[config.mk]
export PLATFORM = sky130hd
export DESIGN_NAME = mmio_ram_flat
export DESIGN_NICKNAME = d
export VERILOG_FILES = /design/src/rtl/mmio_pkg.sv /design/src/rtl/mmio_ram_if.sv /design/src/rtl/mmio_evq.sv /design/src/rtl/mmio_ram.sv /design/src/flat_wrapper.sv
export SDC_FILE = /design/constraint.sdc
export NUM_CORES = 2
export LEC_CHECK = 0
export ABC_AREA = 0
export BUFFER_PORTS_ARGS = -buffer_cell sky130_fd_sc_hd__buf_4
export CORE_MARGIN = 3
export CORE_UTILIZATION = 60
export CTS_CLUSTER_DIAMETER = 40
export DETAILED_ROUTE_END_ITERATION = 16
export PLACE_DENSITY = 0.79
export SYNTH_ARGS = -nofsm -noshare
export SYNTH_HDL_FRONTEND = slang
export SYNTH_SLANG_ARGS = --single-unit
export TNS_END_PERCENT = 30
[constraint.sdc]
create_clock -name CLK -period 3.04 [get_ports CLK]
set_input_delay 0 -clock CLK [delete_from_list [all_inputs] [get_ports CLK]]
set_output_delay 0 -clock CLK [all_outputs]
set_load 0.1 [all_outputs]
[src/rtl/mmio_pkg.sv]
// rtl/mmio_pkg.sv - register offsets, status bit positions and IO window base for mmio_ram
package mmio_pkg;

    // Register offsets relative to IO_BASE
    localparam int OFF_EVT_STATUS = 0;
    localparam int OFF_EVT_DATA   = 1;
    localparam int OFF_ACK        = 2;
    localparam int OFF_IN         = 3;

    // EVT_STATUS bit positions
    localparam int STAT_NONEMPTY  = 0;
    localparam int STAT_OVERFLOW  = 1;
    localparam int STAT_COUNT_LSB = 2;

    // OUT ports follow the IN ports
    function automatic int off_out(input int n_in);
        return OFF_IN + n_in;
    endfunction

    // The IO window sits at the very top of the address space
    function automatic int io_base(input int aw, input int n_in, input int n_out);
        return (1 << aw) - n_out - n_in - 3;
    endfunction

endpackage

[src/rtl/mmio_ram_if.sv]
// rtl/mmio_ram_if.sv - CPU-side data bus (address, write data, strobes, read data)
interface mmio_ram_if #(
    parameter int AW = 8,
    parameter int DW = 8
);
    logic [AW-1:0] ADDR;
    logic [DW-1:0] DATA;
    logic          MW;
    logic          RD;
    logic [DW-1:0] Q;

    modport master (output ADDR, output DATA, output MW, output RD, input Q);
    modport slave  (input ADDR, input DATA, input MW, input RD, output Q);
endinterface

[src/rtl/mmio_evq.sv]
// rtl/mmio_evq.sv - action mailbox FIFO with sticky overflow flag
module mmio_evq #(
    parameter int DW    = 8,
    parameter int DEPTH = 4,
    localparam int CW   = $clog2(DEPTH)
) (
    input  logic          i_clk,
    input  logic          i_rst,
    input  logic          i_push,
    input  logic [DW-1:0] i_data,
    input  logic          i_pop,
    input  logic          i_ovf_clr,
    output logic [DW-1:0] o_head,
    output logic [CW:0]   o_count,
    output logic          o_full,
    output logic          o_empty,
    output logic          o_overflow
);

    logic [DW-1:0] r_mem [0:DEPTH-1];
    logic [CW-1:0] r_wptr;
    logic [CW-1:0] r_rptr;
    logic [CW:0]   r_count;
    logic          r_overflow;
    logic          w_do_pop;
    logic          w_do_push;

    assign o_full     = (r_count == (CW+1)'(DEPTH));
    assign o_empty    = (r_count == '0);
    assign o_count    = r_count;
    assign o_overflow = r_overflow;
    assign o_head     = o_empty ? '0 : r_mem[r_rptr];

    // A pop frees a slot this cycle, so a push into a full queue still lands
    assign w_do_pop  = i_pop && !o_empty;
    assign w_do_push = i_push && (!o_full || w_do_pop);

    // Storage: when full, the written slot is the head being popped, read before the edge
    always_ff @(posedge i_clk) begin
        if (w_do_push) begin
            r_mem[r_wptr] <= i_data;
        end
    end

    // Pointers, occupancy and sticky overflow; a new drop outranks a clear
    always_ff @(posedge i_clk) begin
        if (i_rst) begin
            r_wptr     <= '0;
            r_rptr     <= '0;
            r_count    <= '0;
            r_overflow <= 1'b0;
        end else begin
            if (w_do_push) begin
                r_wptr <= r_wptr + 1'b1;
            end
            if (w_do_pop) begin
                r_rptr <= r_rptr + 1'b1;
            end
            case ({w_do_push, w_do_pop})
                2'b10:   r_count <= r_count + 1'b1;
                2'b01:   r_count <= r_count - 1'b1;
                default: r_count <= r_count;
            endcase
            if (i_push && !w_do_push) begin
                r_overflow <= 1'b1;
            end else if (i_ovf_clr) begin
                r_overflow <= 1'b0;
            end
        end
    end

endmodule

[src/rtl/mmio_ram.sv]
// rtl/mmio_ram.sv - data RAM with top-of-space MMIO window; MMIO_RAM_DISP_EN exports the display window
module mmio_ram
    import mmio_pkg::*;
#(
    parameter int AW        = 8,
    parameter int DW        = 8,
    parameter int N_IN      = 2,
    parameter int N_OUT     = 6,
    parameter int EVQ_DEPTH = 4,
    parameter int DISP_BASE = 64,
    parameter int DISP_LEN  = 64
) (
    input  logic                   CLK,
    input  logic                   RESET,
    mmio_ram_if.slave              bus,
    input  logic [N_IN*DW-1:0]     IN_BUS,
    output logic [N_OUT*DW-1:0]    OUT_BUS,
    input  logic [DW-1:0]          ACTION,
    input  logic                   ACTION_VALID,
    output logic [DW-1:0]          ACK,
    output logic                   ACK_PULSE,
    output logic [DISP_LEN*DW-1:0] DISP
);

    localparam int            IO_BASE  = io_base(AW, N_IN, N_OUT);
    localparam int            CW       = $clog2(EVQ_DEPTH);
    localparam logic [AW-1:0] A_STATUS = AW'(IO_BASE + OFF_EVT_STATUS);
    localparam logic [AW-1:0] A_DATA   = AW'(IO_BASE + OFF_EVT_DATA);
    localparam logic [AW-1:0] A_ACK    = AW'(IO_BASE + OFF_ACK);
    localparam logic [AW-1:0] A_IN     = AW'(IO_BASE + OFF_IN);
    localparam logic [AW-1:0] A_OUT    = AW'(IO_BASE + off_out(N_IN));

    logic [DW-1:0]       r_mem [0:IO_BASE-1];
    logic [N_OUT*DW-1:0] r_out;
    logic [DW-1:0]       r_ack;
    logic                r_ack_pulse;

    logic          w_is_ram;
    logic          w_pop;
    logic          w_ovf_clr;
    logic [DW-1:0] w_head;
    logic [CW:0]   w_count;
    logic          w_full;
    logic          w_empty;
    logic          w_overflow;
    logic [DW-1:0] w_status;
    logic [DW-1:0] w_q;
    logic          w_unused;

    assign w_is_ram  = (bus.ADDR < A_STATUS);
    assign w_pop     = bus.RD && !bus.MW && (bus.ADDR == A_DATA);
    assign w_ovf_clr = bus.MW && (bus.ADDR == A_STATUS) && bus.DATA[STAT_OVERFLOW];
    assign w_unused  = &{1'b0, w_full};

    mmio_evq #(
        .DW    (DW),
        .DEPTH (EVQ_DEPTH)
    ) u_evq (
        .i_clk      (CLK),
        .i_rst      (RESET),
        .i_push     (ACTION_VALID),
        .i_data     (ACTION),
        .i_pop      (w_pop),
        .i_ovf_clr  (w_ovf_clr),
        .o_head     (w_head),
        .o_count    (w_count),
        .o_full     (w_full),
        .o_empty    (w_empty),
        .o_overflow (w_overflow)
    );

    // RAM array; deliberately untouched by RESET
    always_ff @(posedge CLK) begin
        if (bus.MW && w_is_ram) begin
            r_mem[bus.ADDR] <= bus.DATA;
        end
    end

    // OUT port registers, ACK value and its one-cycle-per-write pulse
    always_ff @(posedge CLK) begin
        if (RESET) begin
            r_out       <= '0;
            r_ack       <= '0;
            r_ack_pulse <= 1'b0;
        end else begin
            r_ack_pulse <= bus.MW && (bus.ADDR == A_ACK);
            if (bus.MW && (bus.ADDR == A_ACK)) begin
                r_ack <= bus.DATA;
            end
            for (int i = 0; i < N_OUT; i++) begin
                if (bus.MW && (bus.ADDR == A_OUT + AW'(i))) begin
                    r_out[i*DW +: DW] <= bus.DATA;
                end
            end
        end
    end

    // Pack the mailbox state into the EVT_STATUS word
    always_comb begin
        w_status                            = '0;
        w_status[STAT_NONEMPTY]             = !w_empty;
        w_status[STAT_OVERFLOW]             = w_overflow;
        w_status[STAT_COUNT_LSB +: CW+1]    = w_count;
    end

    // Combinational read mux; writes always read back as zero
    always_comb begin
        w_q = '0;
        if (!bus.MW) begin
            if (w_is_ram) begin
                w_q = r_mem[bus.ADDR];
            end else if (bus.ADDR == A_STATUS) begin
                w_q = w_status;
            end else if (bus.ADDR == A_DATA) begin
                w_q = w_head;
            end else if (bus.ADDR == A_ACK) begin
                w_q = r_ack;
            end
            for (int i = 0; i < N_IN; i++) begin
                if (bus.ADDR == A_IN + AW'(i)) begin
                    w_q = IN_BUS[i*DW +: DW];
                end
            end
            for (int i = 0; i < N_OUT; i++) begin
                if (bus.ADDR == A_OUT + AW'(i)) begin
                    w_q = r_out[i*DW +: DW];
                end
            end
        end
    end

    assign bus.Q     = w_q;
    assign OUT_BUS   = r_out;
    assign ACK       = r_ack;
    assign ACK_PULSE = r_ack_pulse;

`ifdef MMIO_RAM_DISP_EN
    for (genvar k = 0; k < DISP_LEN; k++) begin : g_disp
        assign DISP[k*DW +: DW] = r_mem[DISP_BASE + k];
    end
`else
    assign DISP = '0;
`endif

endmodule

[src/flat_wrapper.sv]
// flat-port wrapper written by rule: the top's interface ports become plain ports
module mmio_ram_flat import mmio_pkg::*;
#(
    parameter int AW        = 8,
    parameter int DW        = 8,
    parameter int N_IN      = 2,
    parameter int N_OUT     = 6,
    parameter int EVQ_DEPTH = 4,
    parameter int DISP_BASE = 64,
    parameter int DISP_LEN  = 64
)
  (CLK, RESET, IN_BUS, OUT_BUS, ACTION, ACTION_VALID, ACK, ACK_PULSE, DISP, bus_ADDR, bus_DATA, bus_MW, bus_RD, bus_Q);
  mmio_ram_if #(.AW(AW), .DW(DW)) bus_i ();
  input  logic CLK;
  input  logic RESET;
  input  logic [N_IN*DW-1:0] IN_BUS;
  output logic [N_OUT*DW-1:0] OUT_BUS;
  input  logic [DW-1:0] ACTION;
  input  logic ACTION_VALID;
  output logic [DW-1:0] ACK;
  output logic ACK_PULSE;
  output logic [DISP_LEN*DW-1:0] DISP;
  input wire logic [$bits(bus_i.ADDR)-1:0] bus_ADDR;
  input wire logic [$bits(bus_i.DATA)-1:0] bus_DATA;
  input wire logic [$bits(bus_i.MW)-1:0] bus_MW;
  input wire logic [$bits(bus_i.RD)-1:0] bus_RD;
  output wire logic [$bits(bus_i.Q)-1:0] bus_Q;
  assign bus_i.ADDR = bus_ADDR;
  assign bus_i.DATA = bus_DATA;
  assign bus_i.MW = bus_MW;
  assign bus_i.RD = bus_RD;
  assign bus_Q = bus_i.Q;
  mmio_ram #(.AW(AW), .DW(DW), .N_IN(N_IN), .N_OUT(N_OUT), .EVQ_DEPTH(EVQ_DEPTH), .DISP_BASE(DISP_BASE), .DISP_LEN(DISP_LEN)) u_core (.CLK(CLK), .RESET(RESET), .bus(bus_i), .IN_BUS(IN_BUS), .OUT_BUS(OUT_BUS), .ACTION(ACTION), .ACTION_VALID(ACTION_VALID), .ACK(ACK), .ACK_PULSE(ACK_PULSE), .DISP(DISP));
endmodule
Word level (Yosys, flattened, before mapping)
Memories as Yosys holds them, arrays and structs flattened. A register that Yosys moved wholly into a read port is not among the register bits.
Cells that the tools add are included.
{ "word_totals": {"reg_bits": 65, "ram_bits": 1992, "in_bits": 45, "out_inout_bits": 577, "wordCells": 79, "mem_count": 2} }
{ "memory_table": {"columns": ["memory", "depth", "width", "read_ports", "rd_ports_with_merged_regs", "wr", "line", "rtl"], "rows": [
  ["u_core.r_mem", 245, 8, 1, 0, 1, "mmio_ram.sv:33", "logic [DW-1:0] r_mem [0:IO_BASE-1];"],
  ["u_core.u_evq.r_mem", 4, 8, 1, 1, 1, "mmio_evq.sv:20", "logic [DW-1:0] r_mem [0:DEPTH-1];"]
]} }
{ "op_classes": {"add_sub_neg": 4, "magnitude_cmp": 1, "n_eq_ne": 14, "muxes": 23, "reduce_logical": 23} }
{ "ops": {"columns": ["op", "n"], "rows": [
  ["$mux W8", 14],
  ["$eq A8 B8 Y1 const B", 11],
  ["$logic_and A1 B1 Y1", 15],
  ["$lt A8 B8 Y1 const B", 1],
  ["$mux W1", 6],
  ["$pmux W3 S2", 1],
  ["$add A2 B1 Y2 const B", 2],
  ["$logic_not A1 Y1", 4],
  ["$mux W2", 2],
  ["$reduce_bool A2 Y1", 2],
  ["$add A3 B1 Y3 const B", 1],
  ["$eq A3 B3 Y1 const B", 1],
  ["$logic_not A3 Y1", 1],
  ["$sub A3 B1 Y3 const B", 1],
  ["$eq A2 B1 Y1 const B", 1],
  ["$eq A2 B2 Y1 const B", 1],
  ["$logic_or A1 B1 Y1", 1]
]} }

Depth between registers and ports, before layout
{ "depth": {"depth_word": 14, "mapped_depth": 13, "mapped_depth_nobuf": 10} }

Modules after synthesis
A second synthesis with hierarchy kept.
{ "unflattened": {"hier_cells": 4547, "area_unflattened_um2": 84877.7} }
{ "modules_own_cells": {"columns": ["module", "n_inst", "cells_each", "area_each_um2", "seq_area_each_um2"], "rows": [
  ["mmio_ram", 1, 4438, 83128.5, 59997.5],
  ["mmio_evq", 1, 109, 1749.2, 1161.1]
]} }

Worst setup path before layout
OpenSTA, ideal clock, no wires.
{ "synth_timing": {"path_kind": "register to output", "from": "register u_core.r_out[37] (netlist: u_core.OUT_BUS[37])", "to": "output bus_Q[5]", "arrival_ps": 3351, "required_ps": 3040, "path_slack_ps": -311, "stages_incl_launch_ff": 7, "n_path_buf": 0, "cell_sequence": "dfxtp_1 -> o22ai_1 -> a2bb2o_1 -> a211oi_1 -> a211oi_1 -> o21ai_0 -> a41oi_1"} }
{ "synth_via": {"elab_chain_cells": 3} }
{ "synth_rtl": {"columns": ["element", "line", "rtl"], "rows": [
  ["start, declared", "mmio_ram.sv:34", "logic [N_OUT*DW-1:0] r_out;"],
  ["start signal, assigned by index", "mmio_ram.sv:92", "r_out[i*DW +: DW] <= bus.DATA;"],
  ["$mux W8 (2 in a row)", "mmio_ram.sv:125", "if (bus.ADDR == A_OUT + AW'(i)) begin"],
  ["$mux W8", "mmio_ram.sv:109", "if (!bus.MW) begin"],
  ["end, declared", "flat_wrapper.sv:27", "output wire logic [$bits(bus_i.Q)-1:0] bus_Q;"]
]} }
Every way passes these cells.

Worst setup path after layout
{ "layout_timing": {"from": "memory u_core.r_mem[126][1]", "to": "output bus_Q[1]"} }
{ "layout_via": {"elab_chain_cells": 11} }
{ "layout_rtl": {"columns": ["element", "line", "rtl"], "rows": [
  ["start, declared", "mmio_ram.sv:33", null],
  ["$mem_v2 Z245 W8", null, null],
  ["$mux W8", "mmio_ram.sv:110", "if (w_is_ram) begin"],
  ["$mux W8 (2 in a row)", "mmio_ram.sv:120", "if (bus.ADDR == A_IN + AW'(i)) begin"],
  ["$mux W8 (6 in a row)", "mmio_ram.sv:125", null],
  ["$mux W8", "mmio_ram.sv:109", null]
]} }
Every way passes these cells.

==> out/metrics.csv <==
metric;value;unit
status;complete, but fails checks;
failed_checks;setup timing;
whs;0.125;ns
cts_num_sinks;2059;
tns;-3.50;ns
grt-ovfl-total;0;
cp-end-kind;output port;
crit_fanout;1;
grt.total_usage;34.3;%
port_buffers;109;
cts_tree;built;
viasPerCell;6.64;
worst-slew-pin-transition;1.04;ns
cts_buffer_depth;3;
finalCritPeriodShare;117;%
report.final.setup_viol;8;
worst_clock_skew;0.0163;ns
path_clk_slew;0.06;ns
rsz0062_at_grt;true;
post-route-min-period;3.56;ns
setup.worst_path.end;bus_Q[1];
firstDrtPassIters;8;
cp.arrival;3.56;ns
nets;5360;
utilization;70.0;%
yosysMostFrequentCell;edfxtp_1;
grt_pass1_vias;47600;
whs_path_depth;4;
clk_latency;0.84;ns
fmax;281;MHz
r2r_cells;9;
grt_antenna_before_repair;15;
leakage;33.4;nW
ys.flop_type;edfxtp_1;
htree_levels;4;
hp-start;bus_ADDR[2];
start_util;60.6;%
yosys.cell_types.count;82;
synth_common_cells;edfxtp_1 (1,992), buf_4 (537), mux4_2 (480);
hold_path_class;primary input to flip-flop;
row_count;137;
timing.rr.start;u_core.u_evq.o_count[2];
wl_per_cell;34.3;um
cts-root-buf;clkbuf_16;
startpoint;u_core.r_mem[126][1];
drc_errors;0;
yosysWarningCount;0;
p_per_area;651;mW/mm^2
crit_required;3.04;ns
yosys.area.top_type;edfxtp_1;
async_flop_share;0;%
fp.dieW;382;um
routed_wl;252;mm
slew_violations;0;
fillCellCount;7978;
die_h;382;um
relSlewSlack;30.5;%
worstSetupStartpointType;flip-flop;
timing.rr.end;u_core.u_evq.r_wptr[0];
area_delta_synth_final;15.6;%
grt_max_degree;109;
ant_nets;0;
place_congestion;1.00;
grt_pass1_wl;353;mm
dpl.hpwl;161;mm
core_area;0.140;sq mm
numCtsBuffers;210;
maxCapViolations;0;
synthCells;4567;
synth-edff-count;1992;
ys_top_cells_by_area;edfxtp_1 (70%), mux4_2 (13%), buf_4 (4.8%), mux2i_1 (2.1%), nor2_1 (1.6%);
hold_violations;0;
ys_ff_latch;2059;
path_class;flip-flop to output port;
syn_area_per_cell;18.6;sq um
drive_above_1_share;29.8;%
irDropWorstVdd;0.000635;V
first_iter_violations;7991;
syn-cell-area;0.0849;sq mm
synth_top_cell_area_share;70.5;%
vias;48900;
power.total;0.0638;W
ff2ff_setup_slack;0.17;ns
timing.final.ws_setup;-0.519;ns
ys_seq_area_share;72.1;%
die_area;0.146;sq mm
ios;622;
## timing repair
item / CTS / global route
setup buffers: 1 / 8
endpoints found under the hold margin: 1171 / 0
pin swaps: 18 / 17
hold buffers: 34 / 0
resized for setup: 77 / 39
gates cloned: 0 / 0
endpoints found under the setup margin: 8 / 43
## power by group
group          total (W)  switching [W]  internal (W)
sequential        0.0312      0.0000297        0.0312
combinational    0.00653        0.00518       0.00135
clock             0.0261         0.0111        0.0150
total             0.0638         0.0163        0.0475
## layout make-up
cell class | count | area (sq um) | share of cell area (%)
inverter | 13 | 53.8 | 0.0549
antenna | 8 | 20.0 | 0.0204
multi-input combinational | 2245 | 20800 | 21.2
tap | 1876 | 2350 | 2.39
sequential | 2059 | 61200 | 62.4
clock buffer | 258 | 5520 | 5.63
clock inverter | 125 | 1410 | 1.44
timing repair buffer | 781 | 6730 | 6.86
## cells in the final DEF, fill, tap and decap left out, types with 44 or more instances in the layout
cell type  count
edfxtp_1    1992
buf_4        675
conb_1       512
mux4_2       480
nor2_1       363
clkbuf_16    214
mux2i_1      173
nand2_1      129
a22oi_1       70
a21oi_1       65
dfxtp_1       64
nand3_1       56
buf_12        56
clkbuf_1      44
## critical path, cell delays in order (launching register included)
cell and delay (ns):
edfxtp_1 0.42, mux4_2 0.52, mux4_2 0.57, a22o_4 0.28, a221oi_4 0.30, buf_6 0.17, a41oi_2 0.11, buf_6 0.17
buf_12 0.16
## routing by layer
layer	up-vias	track usage [%]	part of all wire, %
met5	-	0	0.034
met4	12	20.5	7.4
met3	980	12.0	15
met1	24600	43.6	32
met2	4602	51.7	46
li1	18700	-	-
## registers in the layout, indices dropped and copies added, names as in the netlist, named ones only
register,flops
u_core.u_evq.r_wptr,2
u_core.u_evq.r_rptr,2
u_core.OUT_BUS,48
u_core.u_evq.o_count,3
u_core.u_evq.r_mem,32
u_core.u_evq.o_overflow,1
u_core.ACK,8
u_core.r_mem,1960
u_core.ACK_PULSE,1
## through the flow
step           worst slack (ns)  area (sq um)  std cells
2_1_floorplan            -0.295         86800       5078
3_3_place_gp             -0.575         90200       6933
3_5_place_dp             -0.635         90200       6933
4_1_cts                  -0.517         97800       7349
5_1_grt                  -0.555         98100       7357
6_report                 -0.519         98100       7365
## logic make-up after synthesis
kind of cell,synth area share (%)
compound gates,2.94
xor+xnor,0.0516
fa+ha+maj,0.0826
buf+inv,6.24
flops,72.1
mux,14.9
other cells,0.00442
simple gates,3.70
## how the worst min path moves through the flow
stage	slack, ns	end
2_1_floorplan	0.1	u_core.r_mem[0][0]
3_3_place_gp	0.20	u_core.u_evq.r_mem[0][7]
3_5_place_dp	0.21	u_core.u_evq.r_mem[2][4]
4_1_cts	0.03	u_core.r_mem[244][3]
5_1_grt	0.09	u_core.r_mem[244][3]
6_report	0.12	u_core.r_mem[244][3]
Note: power is estimated with default switching activity, not from simulation.
